**src/rtl/comparador_pkg.sv**
```systemverilog
// Shared types and constants for the nibble-serial comparator controller.
// Optional feature macro: COMPARADOR_SINAL_EN (two's complement operands), used by the top.
package comparador_pkg;

    typedef enum logic [1:0] {
        OCIOSO    = 2'd0,
        COMPARA   = 2'd1,
        RESULTADO = 2'd2
    } estado_t;

    typedef enum logic [1:0] {
        RES_IGUAL = 2'd0,
        RES_MAIOR = 2'd1,
        RES_MENOR = 2'd2
    } resultado_t;

    localparam int NIBBLE_W = 4;

endpackage

```
**src/rtl/comparador_nibble.sv**
```systemverilog
// Combinational 4-bit comparator slice; exactly one of eq/gt/lt is high.
module comparador_nibble
    import comparador_pkg::*;
(
    input  logic [NIBBLE_W-1:0] x,
    input  logic [NIBBLE_W-1:0] y,
    output logic                eq,
    output logic                gt,
    output logic                lt
);

    // Unsigned magnitude compare of one nibble
    always_comb begin
        eq = (x == y);
        gt = (x > y);
        lt = (x < y);
    end

endmodule

```
**src/rtl/comparador_serial_ctrl.sv**
```systemverilog
// Nibble-serial comparator controller: latches two LARGURA-bit operands, scans
// them MSB nibble first with a single comparator slice, stops at the first
// unequal nibble and holds the result until the consumer takes it.
// Optional feature macro: COMPARADOR_SINAL_EN -- operands are two's complement;
// a sign mismatch decides the result in the first compare cycle.
//
// state     | meaning
// ----------+--------------------------------------------------------------
// OCIOSO    | idle, in_ready=1, waiting for an operand pair
// COMPARA   | one nibble examined per cycle, idx walks from MSB nibble down
// RESULTADO | out_valid=1, flags and nibble count held until out_ready
module comparador_serial_ctrl
    import comparador_pkg::*;
#(
    parameter int LARGURA = 16
) (
    input  logic                                     clk,
    input  logic                                     rst_n,
    input  logic                                     in_valid,
    output logic                                     in_ready,
    input  logic [LARGURA-1:0]                       a,
    input  logic [LARGURA-1:0]                       b,
    output logic                                     out_valid,
    input  logic                                     out_ready,
    output logic                                     iguais,
    output logic                                     maior,
    output logic                                     menor,
    output logic [$clog2(LARGURA/NIBBLE_W+1)-1:0]    nibbles_usados
);

    localparam int NIBBLES = LARGURA / NIBBLE_W;
    localparam int CW      = $clog2(NIBBLES + 1);
    localparam int IW      = (NIBBLES > 1) ? $clog2(NIBBLES) : 1;

    if ((LARGURA % NIBBLE_W) != 0 || LARGURA < NIBBLE_W) begin : g_largura_invalida
        $error("comparador_serial_ctrl: LARGURA must be a positive multiple of 4");
    end

    estado_t               estado_q, estado_d;
    resultado_t            res_q, res_d;
    logic [LARGURA-1:0]    a_q, a_d;
    logic [LARGURA-1:0]    b_q, b_d;
    logic [IW-1:0]         idx_q, idx_d;
    logic [CW-1:0]         count_q, count_d;

    logic [NIBBLE_W-1:0]   nib_a, nib_b;
    logic                  nib_eq, nib_gt, nib_lt;
    logic                  decide_sinal;

    // Select the nibble under examination; out-of-range idx values map to zero
    always_comb begin
        nib_a = '0;
        nib_b = '0;
        for (int i = 0; i < NIBBLES; i++) begin
            if (idx_q == IW'(i)) begin
                nib_a = a_q[i*NIBBLE_W +: NIBBLE_W];
                nib_b = b_q[i*NIBBLE_W +: NIBBLE_W];
            end
        end
    end

    comparador_nibble u_nibble (
        .x  (nib_a),
        .y  (nib_b),
        .eq (nib_eq),
        .gt (nib_gt),
        .lt (nib_lt)
    );

`ifdef COMPARADOR_SINAL_EN
    // Signed mode: differing sign bits settle the result on the first compare cycle
    always_comb begin
        decide_sinal = (count_q == '0) && (a_q[LARGURA-1] != b_q[LARGURA-1]);
    end
`else
    // Unsigned mode: the sign shortcut is absent
    always_comb begin
        decide_sinal = 1'b0;
    end
`endif

    // State and datapath registers
    always_ff @(posedge clk or negedge rst_n) begin
        if (!rst_n) begin
            estado_q <= OCIOSO;
            res_q    <= RES_IGUAL;
            a_q      <= '0;
            b_q      <= '0;
            idx_q    <= '0;
            count_q  <= '0;
        end else begin
            estado_q <= estado_d;
            res_q    <= res_d;
            a_q      <= a_d;
            b_q      <= b_d;
            idx_q    <= idx_d;
            count_q  <= count_d;
        end
    end

    // Next-state and datapath update
    always_comb begin
        estado_d = estado_q;
        res_d    = res_q;
        a_d      = a_q;
        b_d      = b_q;
        idx_d    = idx_q;
        count_d  = count_q;
        case (estado_q)
            OCIOSO: begin
                if (in_valid) begin
                    a_d      = a;
                    b_d      = b;
                    idx_d    = IW'(NIBBLES - 1);
                    count_d  = '0;
                    estado_d = COMPARA;
                end
            end
            COMPARA: begin
                count_d = count_q + CW'(1);
                if (decide_sinal) begin
                    res_d    = a_q[LARGURA-1] ? RES_MENOR : RES_MAIOR;
                    estado_d = RESULTADO;
                end else if (!nib_eq) begin
                    res_d    = nib_gt ? RES_MAIOR : (nib_lt ? RES_MENOR : RES_IGUAL);
                    estado_d = RESULTADO;
                end else if (idx_q == '0) begin
                    res_d    = RES_IGUAL;
                    estado_d = RESULTADO;
                end else begin
                    idx_d = idx_q - IW'(1);
                end
            end
            RESULTADO: begin
                if (out_ready) begin
                    res_d    = RES_IGUAL;
                    count_d  = '0;
                    estado_d = OCIOSO;
                end
            end
            default: begin
                estado_d = OCIOSO;
            end
        endcase
    end

    // Outputs are gated by state so flags and count read zero outside RESULTADO
    always_comb begin
        in_ready       = (estado_q == OCIOSO);
        out_valid      = (estado_q == RESULTADO);
        iguais         = out_valid && (res_q == RES_IGUAL);
        maior          = out_valid && (res_q == RES_MAIOR);
        menor          = out_valid && (res_q == RES_MENOR);
        nibbles_usados = out_valid ? count_q : '0;
    end

endmodule
```
**config.mk**
```make
export PLATFORM = sky130hd
export DESIGN_NAME = comparador_serial_ctrl
export DESIGN_NICKNAME = d
export VERILOG_FILES = /design/src/rtl/comparador_pkg.sv /design/src/rtl/comparador_nibble.sv /design/src/rtl/comparador_serial_ctrl.sv
export SDC_FILE = /design/constraint.sdc
export NUM_CORES = 1
export LEC_CHECK = 0
export BUFFER_PORTS_ARGS = -buffer_cell sky130_fd_sc_hd__buf_2
export CORE_MARGIN = 3
export CORE_UTILIZATION = 50
export CTS_CLUSTER_SIZE = 30
export DETAILED_ROUTE_END_ITERATION = 8
export HOLD_SLACK_MARGIN = 0.12
export PLACE_DENSITY = 0.73
export RECOVER_POWER = 25
export SLEW_MARGIN = 40
export SYNTH_ARGS = -nofsm -noshare
export SYNTH_HDL_FRONTEND = slang
export SYNTH_HIERARCHICAL = 1
export SYNTH_SLANG_ARGS = --single-unit
```
**constraint.sdc**
```tcl
create_clock -name clk -period 7.13 [get_ports clk]
set_input_delay 1.426 -clock clk [delete_from_list [all_inputs] [get_ports clk]]
set_output_delay 1.426 -clock clk [all_outputs]
set_load 0.005 [all_outputs]
```
# Word level (Yosys, flattened, before mapping)
# Cells that the tools add are included.
[totals]
in_bits = 36
reg_bits = 41
word_cells = 63
[classes]
eq_ne = 13
magnitude_cmp = 2
mux = 26
n_addsub = 2
reduce_logical = 14
[op_table]
columns = ["operator", "count"]
rows = [
  ["two-way mux 4 bit", 8],
  ["two-way mux 2 bit", 11],
  ["two-way mux 3 bit", 3],
  ["case mux 3 bit (3 select lines)", 1],
  ["AND reduction 3 bit", 3],
  ["== test 2 bit, second input constant", 4],
  ["case mux 2 bit (2 select lines)", 2],
  ["== test 2 x 1 -> 1 bit, second input constant", 3],
  ["zero test 2 bit", 3],
  ["inequality test 2 bit, second input constant", 3],
  ["case mux 2 bit (3 select lines)", 1],
  ["== test 4 bit", 1],
  ["> comparator 4 bit", 1],
  ["less-than comparator 4 bit", 1],
  ["AND reduction 4 bit", 1],
  ["nonzero test 2 bit", 2],
  ["adder 3 x 1 -> 3 bit, second input constant", 1],
  ["logical AND 1 bit", 3],
  ["inequality test 3 bit, second input constant", 1],
  ["nonzero test 3 bit", 1],
  ["inequality test 2 x 1 -> 1 bit, second input constant", 1],
  ["AND reduction 2 bit", 1],
  ["subtractor 2 x 1 -> 2 bit, second input constant", 1],
]

# Depth between registers and ports, before layout
[logic_depth]
depth_word = 10
depth_mapped = 13

# Cells and area by module
# Netlist, hierarchy kept.
[modules_own_cells]
columns = ["mod", "instances", "cells_per_inst", "area_per_inst_um2", "seq_area_each_um2"]
rows = [
  ["comparador_serial_ctrl", 1, 170, 2137.0, 1026.0],
  ["comparador_nibble", 1, 16, 128.9, 0.0],
]

# Worst setup path after synthesis
# No wires, ideal clock.
[synth_path]
path_kind = "register to register"
startpoint = "register idx_q[0]"
endpoint = "register res_q[1]"
n_path_buf = 1
stages_incl_launch_ff = 14
path_slack_ns = 4.121
setup_ns = 0.128
synth_period_minus_slack_ns = 3.009
t_arrival_ns = 2.881
t_required_ns = 7.002
cell_sequence = "dfrtp_1 > inv_1 > ha_1 > clkbuf_1 > nor2b_1 > a221oi_1 > o31ai_1 > inv_1 > ha_1 > nand2_1 > nor2_1 > nor2b_1 > a2bb2oi_1 > mux2_1"
[synth_rtl]
columns = ["item", "line_no", "rtl"]
rows = [
  ["start, declared", "comparador_serial_ctrl.sv:43", "logic [IW-1:0] idx_q, idx_d;"],
  ["start signal, assigned", "comparador_serial_ctrl.sv:96", "idx_q <= idx_d;"],
  ["zero test 2 bit", "comparador_serial_ctrl.sv:55", "if (idx_q == IW'(i)) begin"],
  ["two-way mux 4 bit (3 in a row)", "comparador_serial_ctrl.sv:55", ""],
  ["two-way mux 4 bit (*)", "comparador_serial_ctrl.sv:55", ""],
  ["net nib_b[3]", "comparador_serial_ctrl.sv:46", "logic [NIBBLE_W-1:0] nib_a, nib_b;"],
  ["== test 4 bit (*)", "comparador_nibble.sv:14", "eq = (x == y);"],
  ["net nib_eq", "comparador_serial_ctrl.sv:47", "logic nib_eq, nib_gt, nib_lt;"],
  ["inequality test 3 bit (no line) / two-way mux 2 bit (equally long branches)", "n/a", ""],
  ["AND reduction 3 bit (no line) / case mux 2 bit (2 select lines) (equally long branches)", "n/a", ""],
  ["end signal, assigned", "comparador_serial_ctrl.sv:93", "res_q <= res_d;"],
  ["end, declared", "comparador_serial_ctrl.sv:40", "resultado_t res_q, res_d;"],
]
# Mark *: on every way through the listed nets, which the timed path passes. The rest lies on a longest branch.
# A chain may end at the register's enable or synchronous reset.

# Final worst setup path
# Same ends and word-level chain as after synthesis.

==> results.py <==
metrics = {
    "clock_tree": {
        "clk_path_buf_depth": 2,
        "clock_latency_ns": 0.29,
        "clkSlewWorstSetupHoldPaths_ns": 0.08,
        "postCtsSetupRepairBufs": 0,
        "ctsResizeCount": 0,
        "cts-root-buf": "clkbuf_8",
        "cts_sinks": 41,
        "hold_buffers": 0,
        "cts_buffers": 5,
        "cts_tree": "built",
        "htreeDepth": 2,
    },
    "synthesis": {
        "synth.most_common_cell": "dfrtp_1",
        "async_reset_ff_share_pct": 100,
        "ys_ff_latch": 41,
        "synthFlopType": "dfrtp_1",
        "synth_area_um2": 2270,
        "synthCells": 186,
        "netlist_top_cells_count": "dfrtp_1, mux2_4, a21oi_1",
        "ys_warn_count": 6,
        "synth_edf_count": 0,
        "synth.lib_cells_used.distinct": 33,
        "yosysTopAreaCell": "dfrtp_1",
        "syn_area_per_cell_um2": 12.2,
        "synth.area.top_cells": "dfrtp_1, mux2_4, ha_1",
        "syn-num-nets": 231,
        "yosysSeqAreaShare_pct": 45.3,
        "synth_top_cell_area_share_pct": 45.3,
    },
    "grt": {
        "grt_pass1_wl_um": 7030,
        "antenna_found_initial": 0,
        "grt_max_degree": 42,
        "grt_pass1_vias": 1488,
        "overflow": 0,
        "grt_usage_pct": 16.9,
    },
    "detailed_routing": {
        "drc": 0,
        "antenna_left": 0,
        "drt_wl_total_um": 4150,
        "routed_via_density": 5.39,
        "num_vias": 1494,
        "drtIter0Drc": 52,
        "post_drt_wl_per_cell_um": 15.0,
        "drt_first_pass_iters": 6,
    },
    "setup_path": {
        "worstRegToRegCells": 12,
        "r2r-start": "idx_q[0]",
        "worstSetupStartpoint": "idx_q[0]",
        "r2r_slack_ns": 3.69,
        "critPathArrivalTime_ns": 3.61,
        "crit_type": "register to register",
        "cp-end-kind": "register",
        "crit_fanout": 9,
        "rr_endpoint": "res_q[1]",
        "crit_path_end": "res_q[1]",
        "critPathLaunchType": "register",
        "crit_required_ns": 7.30,
    },
    "place": {
        "place_ws_ns": 3.74,
        "numPortBuffers": 43,
        "dp_hpwl_um": 2990,
        "gp_congestion": 0.730,
    },
    "floorplanning": {
        "row_count": 23,
        "start_util_pct": 54.3,
        "core_area_um2": 4170,
        "die_area_um2": 5380,
        "die_h_um": 73.3,
        "io_pins": 44,
        "dieWidth_um": 73.3,
    },
    "sta": {
        "worst-slew-pin-transition_ns": 2.15,
        "slew-limit-headroom_pct": -43.5,
        "whs_ns": 0.517,
        "fin_setup_tns_ns": 0,
        "slew_viol_final": 42,
        "finalHoldViolCount": 0,
        "setup_violations": 0,
        "rsz0062_at_grt": "no",
        "fin_crit_sh_pct": 48.3,
        "setup_ws_ns": 3.69,
        "skew_ns": 0.00770,
        "finalCriticalPeriod_ns": 3.44,
        "max_freq_mhz": 290,
    },
    "finish": {
        "syn2layout_area_growth_pct": 12.8,
        "num_antenna_cells": 0,
        "finalCoreUtilization_pct": 61.3,
        "drive_gt1_share_pct": 37.4,
        "finalNetCount": 271,
    },
    "worst_hold_path": {
        "hold_start": "b_q[8]",
        "hold_class": "register to register",
        "worstHoldPathCells": 1,
    },
    "power": {
        "power_density_nw_per_um2": 408,
        "p_leak_nw": 1.29,
        "ir_drop_mv": 0.200,
    },
    "outcome": {
        "status": "finished with violations",
        "violations": "capacitance limit, slew limit",
    },
    "run": {
        "maxCapViolCount": 1,
    },
}
==> metrics by stage <==
step | instance area (um2) | power [mW] | instances
finish | 2560 | 1.04 | 277
CTS | 2560 | 1.05 | 277
global placement | 2480 | 0.893 | 269
global route | 2560 | 1.13 | 277
floorplan | 2270 | 0.814 | 186
detailed placement | 2480 | 0.906 | 269
==> registers in the layout (all words and copies together) (netlist names) <==
signal and cells:
a_q 16, count_q 3, estado_q 2, res_q 2, idx_q 2, b_q 16
==> worst min path at each step <==
stage / to
2_1_floorplan: b_q[6]
3_3_place_gp: b_q[12]
3_5_place_dp: a_q[10]
4_1_cts: b_q[8]
5_1_grt: b_q[9]
6_report: b_q[8]
==> where the power goes <==
part / total, mW / switching, mW / internal (mW)
registers: 0.425 / 0.0823 / 0.343
clock network: 0.143 / 0.0735 / 0.0695
logic: 0.476 / 0.187 / 0.289
==> area by class of cell <==
class                   count  area [um2]
inverters                  12        45.0
repair buffers             43         214
flip-flops and latches     41        1030
clock buffers               8        80.1
multi-input cells         123        1130
well taps                  50        62.6
fillers                   340        1620
==> layer usage <==
metal  GRT usage, %  wire [um]  vias up
li1               -          -      738
met1           24.0       2020      715
met2           26.3       1890       34
met3           3.28        175        7
met4           5.43         63        0
met5              0          0        -
==> worst max-delay path: stages, from the launching register on <==
cell	delay, ns
dfrtp_1	0.45
inv_1	0.11
ha_1	0.33
nor2b_1	0.27
a221oi_1	0.11
o31ai_1	0.25
inv_1	0.07
ha_1	0.30
nand2_1	0.08
nor2_1	0.36
nor2b_1	0.36
a2bb2oi_1	0.29
mux2_1	0.35
==> cell families after synthesis <==
family | Yosys count | share of synthesized area (%)
adders and majority gates | 9 | 4.97
buffers and inverters | 22 | 5.02
muxes | 34 | 21.7
AOI/OAI and AO/OA | 41 | 12.6
and+or+nand+nor | 39 | 10.4
DFF | 41 | 45.3
==> layout by cell type (no fill, tap or decap), types with 2 or more instances in the layout <==
cell type and count:
buf_2 42, dfrtp_1 41, mux2_4 29, a21oi_1 13, inv_1 12, nand2_1 10
ha_1 9, o21ai_0 7, a22o_1 6, nor2b_1 5, clkbuf_8 5, and2_1 4
nor2_1 4, mux2_2 4, clkbuf_1 4, nand2b_1 3, a221oi_1 3, o31ai_1 3
nor3b_1 3, a21o_1 3, nor3_1 2, nand4bb_1 2, nor4b_1 2
No activity file was read; power rests on OpenSTA's default activity.
